--- src/rtl/mem_access_unit.sv ---
// Load/store unit bridging a stalling pipeline stage to a req/addr_ok/data_ok data bus.
// Optional MEM_ADDR_ERR_EN: misaligned accesses trap instead of being issued with the low bits cleared.
module mem_access_unit #(
  parameter int DATA_W = 32,
  parameter int ADDR_W = 32
) (
  input  logic                clk,
  input  logic                rst,
  input  logic                mem_en,
  input  logic                mem_wr,
  input  logic [1:0]          mem_size,
  input  logic                mem_sext,
  input  logic [ADDR_W-1:0]   mem_addr,
  input  logic [DATA_W-1:0]   mem_wdata,
  input  logic                flush,
  output logic                mem_stall,
  output logic                mem_done,
  output logic [DATA_W-1:0]   mem_rdata,
  output logic                addr_err_ld,
  output logic                addr_err_st,
  output logic [ADDR_W-1:0]   bad_vaddr,
  output logic                data_req,
  output logic                data_wr,
  output logic [1:0]          data_size,
  output logic [ADDR_W-1:0]   data_addr,
  output logic [DATA_W/8-1:0] data_wstrb,
  output logic [DATA_W-1:0]   data_wdata,
  input  logic                data_addr_ok,
  input  logic                data_data_ok,
  input  logic [DATA_W-1:0]   data_rdata,
  output logic [1:0]          fsm_state
);

  localparam int STRB_W = DATA_W / 8;
  localparam int LANE_W = $clog2(STRB_W);
  localparam logic [DATA_W-1:0] ONES = '1;

  // Bus handshake: data_req with its fields is held stable until data_addr_ok is
  // seen high on a rising edge; data_data_ok then delivers read data for that request.
  typedef enum logic [1:0] {
    S_IDLE = 2'd0,
    S_REQ  = 2'd1,
    S_WAIT = 2'd2,
    S_DONE = 2'd3
  } state_t;

  state_t state, state_nx;

  logic              wr_q, sext_q, cancel_q;
  logic [1:0]        size_q;
  logic [ADDR_W-1:0] addr_q;
  logic [LANE_W-1:0] lane_q;
  logic [DATA_W-1:0] wdata_q, rdata_q;

  logic [1:0]        size_eff;
  logic [2:0]        low_bits;
  logic [ADDR_W-1:0] addr_aligned;
  logic              addr_err, accept, live, kill, in_req;

  // A dword request on a 32-bit bus degrades to a word access.
  always_comb begin
    size_eff = mem_size;
    if (DATA_W == 32 && mem_size == 2'b11) size_eff = 2'b10;
    case (size_eff)
      2'b00:   low_bits = 3'b000;
      2'b01:   low_bits = 3'b001;
      2'b10:   low_bits = 3'b011;
      default: low_bits = 3'b111;
    endcase
    addr_aligned = mem_addr & ~{{(ADDR_W-3){1'b0}}, low_bits};
  end

  assign live = !rst;

`ifdef MEM_ADDR_ERR_EN
  logic misalign;
  assign misalign    = |(mem_addr[2:0] & low_bits);
  assign addr_err    = live && state == S_IDLE && mem_en && !flush && misalign;
  assign addr_err_ld = addr_err && !mem_wr;
  assign addr_err_st = addr_err && mem_wr;
  assign bad_vaddr   = addr_err ? mem_addr : '0;
`else
  assign addr_err    = 1'b0;
  assign addr_err_ld = 1'b0;
  assign addr_err_st = 1'b0;
  assign bad_vaddr   = '0;
`endif

  assign accept = live && state == S_IDLE && mem_en && !flush && !addr_err;
  assign kill   = cancel_q || flush;
  assign in_req = live && state == S_REQ;

  always_comb begin
    state_nx = state;
    case (state)
      S_IDLE: if (accept) state_nx = S_REQ;
      S_REQ:  if (data_addr_ok) state_nx = S_WAIT;
      S_WAIT: if (data_data_ok) state_nx = kill ? S_IDLE : S_DONE;
      default: state_nx = S_IDLE;
    endcase
  end

  // Size-dependent masks and read alignment, all from the latched request.
  logic [6:0]        nbits;
  logic [7:0]        strb_base;
  logic [DATA_W-1:0] size_mask, rshift, rdata_aligned;
  logic              sign;

  always_comb begin
    case (size_q)
      2'b00:   begin nbits = 7'd8;  strb_base = 8'h01; end
      2'b01:   begin nbits = 7'd16; strb_base = 8'h03; end
      2'b10:   begin nbits = 7'd32; strb_base = 8'h0F; end
      default: begin nbits = 7'd64; strb_base = 8'hFF; end
    endcase
    size_mask = ~(ONES << nbits);
    rshift    = data_rdata >> {lane_q, 3'b000};
    case (size_q)
      2'b00:   sign = rshift[7];
      2'b01:   sign = rshift[15];
      2'b10:   sign = rshift[31];
      default: sign = rshift[DATA_W-1];
    endcase
    rdata_aligned = (sext_q && sign) ? (rshift | ~size_mask) : (rshift & size_mask);
  end

  always_ff @(posedge clk) begin
    if (rst) begin
      state    <= S_IDLE;
      cancel_q <= 1'b0;
      wr_q     <= 1'b0;
      sext_q   <= 1'b0;
      size_q   <= 2'b00;
      addr_q   <= '0;
      lane_q   <= '0;
      wdata_q  <= '0;
      rdata_q  <= '0;
    end else begin
      state <= state_nx;
      if (accept) begin
        wr_q    <= mem_wr;
        size_q  <= size_eff;
        sext_q  <= mem_sext;
        addr_q  <= addr_aligned;
        lane_q  <= addr_aligned[LANE_W-1:0];
        wdata_q <= mem_wdata;
      end
      if (state_nx == S_IDLE)
        cancel_q <= 1'b0;
      else if ((state == S_REQ || state == S_WAIT) && flush)
        cancel_q <= 1'b1;
      if (state == S_WAIT && data_data_ok && !kill && !wr_q)
        rdata_q <= rdata_aligned;
    end
  end

  assign mem_stall  = accept || (live && (state == S_REQ || state == S_WAIT) && !kill);
  assign mem_done   = live && state == S_DONE;
  assign mem_rdata  = rdata_q;
  assign data_req   = in_req;
  assign data_wr    = in_req && wr_q;
  assign data_size  = in_req ? size_q : 2'b00;
  assign data_addr  = in_req ? addr_q : '0;
  assign data_wstrb = (in_req && wr_q) ? (strb_base[STRB_W-1:0] << lane_q) : '0;
  assign data_wdata = (in_req && wr_q) ? ((wdata_q & size_mask) << {lane_q, 3'b000}) : '0;
  assign fsm_state  = live ? state : S_IDLE;

endmodule

--- config.mk ---
export PLATFORM = sky130hd
export DESIGN_NAME = mem_access_unit
export DESIGN_NICKNAME = d
export VERILOG_FILES = /design/src/rtl/mem_access_unit.sv
export SDC_FILE = /design/constraint.sdc
export NUM_CORES = 1
export LEC_CHECK = 0
export CELL_PAD_IN_SITES_DETAIL_PLACEMENT = 2
export CELL_PAD_IN_SITES_GLOBAL_PLACEMENT = 2
export CORE_ASPECT_RATIO = 0.9
export CORE_MARGIN = 2
export CORE_UTILIZATION = 25
export CTS_CLUSTER_SIZE = 12
export DETAILED_ROUTE_END_ITERATION = 8
export GPL_TIMING_DRIVEN = 0
export PLACE_DENSITY_LB_ADDON = 0.1
export SYNTH_ARGS = -nofsm -noshare
export SYNTH_HDL_FRONTEND = slang
export SYNTH_SLANG_ARGS = --single-unit
--- constraint.sdc ---
create_clock -name clk -period 3 [get_ports clk]
set_input_delay 0.6 -clock clk [delete_from_list [all_inputs] [get_ports clk]]
set_output_delay 0.6 -clock clk [all_outputs]
set_load 0.005 [all_outputs]
# Word-level counts from Yosys, hierarchy flattened

Index checks and enable logic that the tools add are counted.
W data, S select, Z words.

Equal/unequal tests: 8
Shift operators: 4
Multiplexer cells: 16
Bitwise gates (word level): 7
Reductions and logical operators: 25

Operator list:

| kind                    | count |
|---|---|
| $and A32 B32 Y32        | 3 |
| $mux W32                | 3 |
| $not A32 Y32            | 2 |
| $not A3 Y32             | 1 |
| $or A32 B32 Y32         | 1 |
| $shl A32 B5 Y32         | 1 |
| $shl A32 B7 Y32 const A | 1 |
| $shr A32 B5 Y32         | 1 |
| $pmux W7 S3             | 1 |
| $mux W2                 | 7 |
| $logic_and A1 B1 Y1     | 13 |
| $pmux W4 S3             | 1 |
| $eq A2 B2 Y1 const B    | 5 |
| $pmux W3 S3             | 1 |
| $logic_not A2 Y1        | 4 |
| $eq A2 B1 Y1 const B    | 3 |
| $pmux W2 S3             | 1 |
| $logic_not A1 Y1        | 4 |
| $mux W4                 | 1 |
| $shl A4 B2 Y4           | 1 |
| $logic_or A1 B1 Y1      | 3 |
| $pmux W1 S2             | 1 |
| $reduce_or A2 Y1        | 1 |

Register bits after elaboration: 105
Output and inout bits: 142

# Longest topological paths before layout

Gate-level depths: netlist of run 1.

Depth in word-level cells: 8
Gate-level depth with buffers: 8

# Worst setup path before layout of run 1

No wires, ideal clock.

Kind: input -> output
Start: in rst
End: out data_wdata[0]
Arrival: 1.557 ns
Data required time: 2.400 ns
Slack: 0.843 ns
Stages on the path: 6
Cells stage by stage: buf_2 > nor2b_1 > buf_2 > nand3b_2 > nor2_2 > and2_1

Longest elaborated chain between the ends: 4

Ends and longest elaborated chain:

| what                | line | text |
|---|---|---|
| from (decl)         | 8    | `input logic rst,` |
| $logic_not A1 Y1    | 73   | `assign live = !rst;` |
| $logic_and A1 B1 Y1 | 91   | `assign in_req = live && state == S_REQ;` |
| $logic_and A1 B1 Y1 | 165  | `assign data_wdata = (in_req && wr_q) ? ((wdata_q & size_mask) << {lane_q, 3'b000}) : '0;` |
| $mux W32            | 165  |  |
| to (decl)           | 27   | `output logic [DATA_W-1:0] data_wdata,` |

No other way between the ends.

# Final worst setup path of run 1

Start: in rst
End: out data_wdata[19]

The elaborated chain is that of the path after synthesis.

==> parameters.txt, run 1 <==
Parameter                              Value

Finish
  Diodes inserted    0
  FILL cells    2622
  Multi-input gate area in the final layout    about 0.0033 mm2
  Area growth syn-to-layout    57.42%
  Final Core Density    ~40%
  Count of nets after finishing    approximately 1.1k
  Fraction of final layout cells with drive strength greater than 1    around 14%
  Area of all sequential standard cells    between 0.002 and 0.0025 mm2

Pwr
  Register share of total power    a little under half
  Internal power component    between 2 and 2.5 mW
  Switching power    0.9012 mW
  Switching part of the total power    approximately 28%
  Total power divided by cell area    about 350 mW/mm2
  Combinational cell fraction of total power    approximately 17%
  Part of the total power dissipated in the clock network    between 30 and 40%
  Largest voltage drop on the vdd net    around 0.23 mV
  Leakage power figure    about 3.5 nW

Worst setup path
  Stage delay of the slowest cell on the critical path    between 0.5 and 0.6 ns
  Worst-path cell with the longest stage delay    sky130_fd_sc_hd__clkdlybuf4s50_1
  Count of buffer and inverter cells on the critical path    4
  CP cell instances    dlygate4sd2_1, buf_6, nand3b_1, buf_6, a211oi_2, clkdlybuf4s50_1
  Startpoint of the worst register-to-register path    state[0]
  Register-to-Register Setup Slack    ~0.83 ns
  Worst endpoint required time    roughly 2.4 ns
  Worst-path maximum fanout    6
  Critical path arrival    2.36 ns
  Critical path endpoint category    output pin
  Element type at the critical path start    input port
  Reg-to-reg endpoint    addr_q[0]
  Number of cells on the worst reg-to-reg path    8
  Crit Path Category    input port to output pin
  Most numerous cell on the critical path    sky130_fd_sc_hd__buf_6
  Family with the most delay on the worst path    buffers and inverters

Synth
  Post-synth cell types    50
  Largest family of logic cells by synthesized area    simple AND/OR/NAND/NOR gates
  Xor/xnor share of the synthesized area    less than 1%
  Synthesized-area fraction occupied by adder cells    less than 1%
  Ys async rst share    0%
  Number of warning messages in the yosys log    0
  Count of state elements after synthesis    just over 100
  Synth Area in Simple Gates    30.14%
  Multiplexer area fraction after synthesis    roughly 4.6%
  Number of enable-type register cells in the synthesized netlist    0
  Syn avg cell area    around 7.8 um2
  Sequential cell area fraction in the yosys report    a little over a third
  Top_reg_cell synth    sky130_fd_sc_hd__dfxtp_1
  Cell Area, Synth    0.005742 mm2
  Synthesized netlist cell count    740
  Post-synthesis compound-gate area fraction    ~18%

Clock network
  Clock tree from TritonCTS    yes
  Later-pin clock latency in the skew report    around 0.36 ns
  Library cell used as clock root buffer    sky130_fd_sc_hd__clkbuf_16
  Sinks on the clock net    103
  Clock-pin slew of the registers on the worst-case setup and hold paths    roughly 0.080 ns
  Number of buffers on the longest clock path    2
  Number of levels the H-tree was split into    3
  Number of CTS-inserted buffers    9

Timing
  Final cycle utilization of the critical path    between 90% and 100%
  Final slew viol count    0
  Headroom to the max-slew limit    just under 60%
  Final Hold Viols    0
  Unrepaired setup endpoints after global routing    no
  FMAX    338.1 MHz
  Endpoints failing setup    0
  Setup Skew    ~0.0074 ns
  Time the worst path needs with I/O delays and setup    2.958 ns
  Setup Total Neg Slack    0 ns
  Transition time at the pin with the least slew margin    approximately 0.63 ns

Global routing
  Number of antenna violations at the first check in global routing    1
  Congestion Overflow GR    0
  First-pass GRT wire length    38160 um
  Pin count of the biggest net entering global routing    20
  Number of global-route vias before repair    ~6.4k
  Combined global-route utilization of all metal layers    between 20% and 30%

Worst hold path
  Min-Delay Path Depth    2
  Hold endpoint    mem_rdata[0]
  Worst Hold Launch    mem_rdata[0]
  Class of the tightest hold or removal check    flip-flop to flip-flop

Floorplanning
  Io pins    248
  Die height    between 100 and 150 um
  Effective utilization at floorplan    25.51%
  Die Outline Area    roughly 0.024 mm2
  Floorplan row count    52
  Placeable core region    0.02251 mm2
  X dimension of the die    about 160 um

Outcome
  Result of the run    finished clean

Routing
  Vias per std cell    between 4 and 5
  Total routed wirelength    25410 um
  Post-DR wirelength/cell    approximately 19 um
  Via count    6091
  Number of violations reported at the end of detailed-routing iteration 0    roughly 230
  DRC violations left    0
  Count of TritonRoute iterations in the first routing pass    4
  Antenna Violating Nets Remaining    0

Job
  Max-cap check violation count    0

Place
  PortBufs    around 210
  DP Wirelength    approximately 19000 um
  Final Wtd Congestion    0.7584
what timing repair did:
item	CTS	global route
endpoints found under the setup margin	71	44
buffers inserted	11	9
hold buffers	0	0
pin swaps	2	5
gates resized for setup	47	31
layout make-up:
class	count	share of cell area (%)
clock buffer	9	2.492
clock inverter	7	0.7060
inverter	6	0.2492
multi-input combinational	570	36.93
sequential	103	22.83
buffer	94	7.115
tap	297	4.111
timing repair buffer	233	25.57
flip-flops by register name (all words and copies together), names as in the netlist:
name / flops
addr_q: 32
cancel_q: 1
mem_rdata: 32
sext_q: 1
size_q: 2
state: 2
wdata_q: 32
wr_q: 1
worst register-to-register path, delay by kind of cell (launching register included):
family,cells,cell delay (ns)
AOI/OAI and AO/OA,1,0.10
adders and majority gates,1,0.24
buffers and inverters,4,1.01
DFF,1,0.36
and+or+nand+nor,2,0.38
cell usage in the layout, fill, tap and decap left out, types with 10 or more instances in the layout:
| cell type | count |
|---|---|
| sky130_fd_sc_hd__dfxtp_1 | 102 |
| sky130_fd_sc_hd__nand2_1 | 106 |
| sky130_fd_sc_hd__a211oi_2 | 11 |
| sky130_fd_sc_hd__a211oi_1 | 19 |
| sky130_fd_sc_hd__nand2b_1 | 65 |
| sky130_fd_sc_hd__buf_4 | 66 |
| sky130_fd_sc_hd__buf_6 | 11 |
| sky130_fd_sc_hd__nor2_1 | 57 |
| sky130_fd_sc_hd__nand3b_1 | 10 |
| sky130_fd_sc_hd__nor3_1 | 11 |
| sky130_fd_sc_hd__conb_1 | 34 |
| sky130_fd_sc_hd__nand3_1 | 13 |
| sky130_fd_sc_hd__and2_1 | 43 |
| sky130_fd_sc_hd__a21oi_1 | 30 |
| sky130_fd_sc_hd__dlymetal6s2s_1 | 13 |
| sky130_fd_sc_hd__o21ai_0 | 72 |
| sky130_fd_sc_hd__nor2b_1 | 15 |
| sky130_fd_sc_hd__mux2i_1 | 24 |
| sky130_fd_sc_hd__clkbuf_1 | 15 |
| sky130_fd_sc_hd__clkdlybuf4s50_1 | 194 |
synth_stat cells, types with 11 or more instances:
library cell	instances	area share (%)
sky130_fd_sc_hd__buf_4	47	6.1
sky130_fd_sc_hd__mux2i_1	24	4.2
sky130_fd_sc_hd__nor2_1	57	3.7
sky130_fd_sc_hd__nand3_1	13	1.1
sky130_fd_sc_hd__a21oi_1	31	2.7
sky130_fd_sc_hd__dfxtp_1	103	36
sky130_fd_sc_hd__a211oi_1	30	3.9
sky130_fd_sc_hd__nor3_1	11	0.96
sky130_fd_sc_hd__clkbuf_1	23	1.5
sky130_fd_sc_hd__nand2_1	106	6.9
sky130_fd_sc_hd__nand2b_1	65	7.1
sky130_fd_sc_hd__o21ai_0	72	6.3
sky130_fd_sc_hd__buf_2	15	1.3
sky130_fd_sc_hd__and2_1	43	4.7
sky130_fd_sc_hd__nor2b_1	16	1.7
routing by layer:
layer  global-route usage, %  part of all wire, %  vias to the layer above
li1                        -                    -                     2978
met1                   28.67                   48                     2942
met2                   34.26                   47                      157
met3                   3.451                  4.9                       14
met4                   3.684                 0.71                        0
met5                       0                    0                        -
logic make-up (layout without fill, tap and decap cells):
kind of cell               after synthesis  after routing
and+or+nand+nor                        340            340
buffers and inverters                  100            349
AOI/OAI and AO/OA                      166            166
DFF                                    103            103
muxes                                   25             25
adders and majority gates                4              4
xor gates and xnor gates                 1              1
other                                    1             34
power groups by stage:
stage / registers [mW] / clock network [mW] / logic [mW]
2_1_floorplan: 1.49 / 0 / 0.246
5_1_grt: 1.48 / 1.28 / 0.581
3_5_place_dp: 1.50 / 0 / 0.507
6_report: 1.47 / 1.20 / 0.529
3_3_place_gp: 1.50 / 0 / 0.499
4_1_cts: 1.47 / 1.24 / 0.524
per-stage QoR:
| step | std cells | hold slack, ns | power (mW) | worst slack (ns) | area (um2) |
|---|---|---|---|---|---|
| 2_1_floorplan | 773 | 0.4446 | 1.732 | 0.8433 | 5866 |
| 3_3_place_gp | 1283 | 0.4470 | 1.998 | -0.7425 | 8369 |
| 3_5_place_dp | 1283 | 0.4523 | 2.009 | -0.7786 | 8369 |
| 4_1_cts | 1310 | 0.4629 | 3.231 | 0.01057 | 8892 |
| 5_1_grt | 1319 | 0.4991 | 3.343 | 0.0009863 | 9039 |
| 6_report | 1319 | 0.4603 | 3.196 | 0.04207 | 9039 |
how the worst max path moves through the flow:
stage | from | end | slack, ns | cells past startpoint
detailed placement | rst | data_wdata[1] | -0.78 | 8
CTS | state[1] | data_addr[22] | 0.01 | 7
global placement | rst | data_wdata[1] | -0.74 | 8
floorplan | rst | data_wdata[0] | 0.84 | 6
finish | rst | data_wdata[19] | 0.04 | 6
global route | rst | mem_done | 0.001 | 7
Note: power is estimated with default switching activity, not from simulation.
==> run 2, diff against run 1 <==
--- a/config.mk
+++ b/config.mk
@@ -13,6 +13,7 @@
 export CTS_CLUSTER_SIZE = 12
 export DETAILED_ROUTE_END_ITERATION = 8
 export GPL_TIMING_DRIVEN = 0
+export MAX_ROUTING_LAYER = met4
 export PLACE_DENSITY_LB_ADDON = 0.1
 export SYNTH_ARGS = -nofsm -noshare
 export SYNTH_HDL_FRONTEND = slang
==> parameters.txt, run 2 (same netlist as run 1, synthesis figures left out) <==
Parameter                              Value

Outcome
  Result of the run    finished clean

Pwr
  Leakage power figure    3.546 nW (unchanged)
  Post-layout power    3.193 mW (-0.11%)
  Largest voltage drop on the vdd net    0.2316 mV (+0.48%)
  Total power divided by cell area    353.2 mW/mm2 (-0.11%)

Finish
  Diodes inserted    0 (unchanged)
  Multi-input gate area in the final layout    0.003338 mm2 (unchanged)
  Fraction of final layout cells with drive strength greater than 1    14.48% (unchanged)
  Area growth syn-to-layout    57.42% (unchanged)
  Most frequent cells in the layout    sky130_fd_sc_hd__clkdlybuf4s50_1 (194), sky130_fd_sc_hd__nand2_1 (106), sky130_fd_sc_hd__dfxtp_1 (102)
  Final std cells w/o fill    1319 (unchanged)
  FILL cells    2622 (unchanged)
  Area of all sequential standard cells    0.002063 mm2 (unchanged)
  Most common cell after layout, fill and taps aside    sky130_fd_sc_hd__clkdlybuf4s50_1
  Count of nets after finishing    1127 (unchanged)
  Final Core Density    40.15% (unchanged)

Routing
  DRC violations left    0 (unchanged)
  Number of violations reported at the end of detailed-routing iteration 0    250 (+11%)
  Vias per std cell    4.638 (+0.44%)
  Antenna Violating Nets Remaining    0 (unchanged)
  Via count    6118 (+0.44%)
  Post-DR wirelength/cell    19.29 um (+0.13%)
  Count of TritonRoute iterations in the first routing pass    4 (unchanged)
  Total routed wirelength    25450 um (+0.13%)

Worst setup path
  Count of buffer and inverter cells on the critical path    4 (unchanged)
  Stage delay of the slowest cell on the critical path    0.56 ns (about the same)
  Critical path arrival    2.37 ns (about the same)
  Element type at the critical path start    input port
  CP cell instances    dlygate4sd2_1, buf_6, nand3b_1, buf_6, a211oi_2, clkdlybuf4s50_1
  Most numerous cell on the critical path    sky130_fd_sc_hd__buf_6
  Worst endpoint required time    2.40 ns (about the same)
  Worst-path maximum fanout    6 (unchanged)
  Crit Path Category    input port to output pin
  Worst-path cell with the longest stage delay    sky130_fd_sc_hd__clkdlybuf4s50_1
  Critical path endpoint category    output pin
  Family with the most delay on the worst path    buffers and inverters

Clock network
  Later-pin clock latency in the skew report    0.36 ns (about the same)
  Number of levels the H-tree was split into    3 (unchanged)
  Clock tree from TritonCTS    yes
  Number of buffers on the longest clock path    2 (unchanged)
  Number of CTS-inserted buffers    9 (unchanged)
  Library cell used as clock root buffer    sky130_fd_sc_hd__clkbuf_16
  Number of hold buffers added after CTS    0 (unchanged)
  Clock-pin slew of the registers on the worst-case setup and hold paths    0.08 ns (about the same)
  Sinks on the clock net    103 (unchanged)

Global routing
  Pin count of the biggest net entering global routing    20 (unchanged)
  Combined global-route utilization of all metal layers    21.37% (+0.65 points)
  Number of antenna violations at the first check in global routing    1 (unchanged)
  First-pass GRT wire length    38130 um (about the same)
  Congestion Overflow GR    0 (unchanged)
  Number of global-route vias before repair    6413 (+0.078%)

Worst hold path
  Class of the tightest hold or removal check    flip-flop to flip-flop

Floorplanning
  Placeable core region    0.02251 mm2 (unchanged)
  Io pins    248 (unchanged)
  Die height    147.8 um (unchanged)
  Die Outline Area    0.02420 mm2 (unchanged)
  Effective utilization at floorplan    25.51% (unchanged)
  X dimension of the die    163.7 um (unchanged)
  Floorplan row count    52 (unchanged)

Timing
  Final slew viol count    0 (unchanged)
  Final Hold Viols    0 (unchanged)
  Time the worst path needs with I/O delays and setup    2.965 ns (+0.007159 ns)
  FMAX    337.3 MHz (-0.24%)
  Setup Total Neg Slack    0 ns (unchanged)
  Transition time at the pin with the least slew margin    0.6254 ns (-0.007393 ns)
  Endpoints failing setup    0 (unchanged)
  Unrepaired setup endpoints after global routing    no
  Headroom to the max-slew limit    58.31% (+0.49 points)
  Setup Skew    0.007327 ns (-0.00005332 ns)
  Final cycle utilization of the critical path    98.84% (+0.24 points)

Place
  Final Wtd Congestion    0.7686 (+1.3%)
  Cell Count Post-Placement    1283 (unchanged)
  DP Wirelength    19360 um (unchanged)
  PortBufs    213 (unchanged)

Job
  Max-cap check violation count    0 (unchanged)
-- run 2: cell counts in the layout (fill, tap and decap cells not counted) --
Identical to the previous run, type by type.
-- run 2: stage by stage --
stage                     setup slack (ns)  cell area [um2]  hold slack (ns)
after floorplan                     0.8433             5866           0.4446
after global placement             -0.7425             8369           0.4470
after detailed placement           -0.7786             8369           0.4523
after CTS                          0.01057             8892           0.4629
after global routing             0.0009863             9039           0.4991
final                              0.03491             9039           0.4601
-- run 2: worst register-to-register path, stage by stage (launching register included) --
cell                       delay [ns]
sky130_fd_sc_hd__dfxtp_2         0.36
sky130_fd_sc_hd__inv_1           0.11
sky130_fd_sc_hd__ha_1            0.24
sky130_fd_sc_hd__nor4bb_1        0.26
sky130_fd_sc_hd__buf_2           0.30
sky130_fd_sc_hd__buf_2           0.35
sky130_fd_sc_hd__buf_4           0.24
sky130_fd_sc_hd__nand3_1         0.12
sky130_fd_sc_hd__o31ai_1         0.10
-- run 2: worst paths after layout --
kind         cells past startpoint  slack, ns         start             end
max                              6       0.03           rst  data_wdata[19]
min                              2       0.46  mem_rdata[0]    mem_rdata[0]
max reg2reg                      8       0.85      state[0]       addr_q[0]
min reg2reg                      2       0.46  mem_rdata[0]    mem_rdata[0]
-- run 2: layout make-up --
type / count / area share (%)
Buffer: 94 / 7.115
Clock inverter: 7 / 0.7060
Inverter: 6 / 0.2492
Timing Repair Buffer: 233 / 25.57
Tap cell: 297 / 4.111
Sequential cell: 103 / 22.83
Multi-Input combinational cell: 570 / 36.93
Clock buffer: 9 / 2.492
-- run 2: what timing repair did --
action,CTS,global route
endpoints found under the setup margin,71,44
pin swaps,2,5
hold endpoints to repair,0,0
gates resized for setup,47,31
buffers inserted,11,9
-- run 2: layer usage --
metal,up-vias,global-route usage [%],wire length (um)
li1,2979,-,-
met1,2954,29.05,12190
met2,168,34.20,11920
met3,17,3.086,1177
met4,0,3.684,163
met5,-,-,0
-- run 2: power breakdown --
part / internal (mW) / leakage [nW] / switching [mW]
combinational: 0.283 / 2.57 / 0.247
clock: 0.585 / 0.137 / 0.607
sequential: 1.43 / 0.839 / 0.0436
total: 2.29 / 3.55 / 0.898
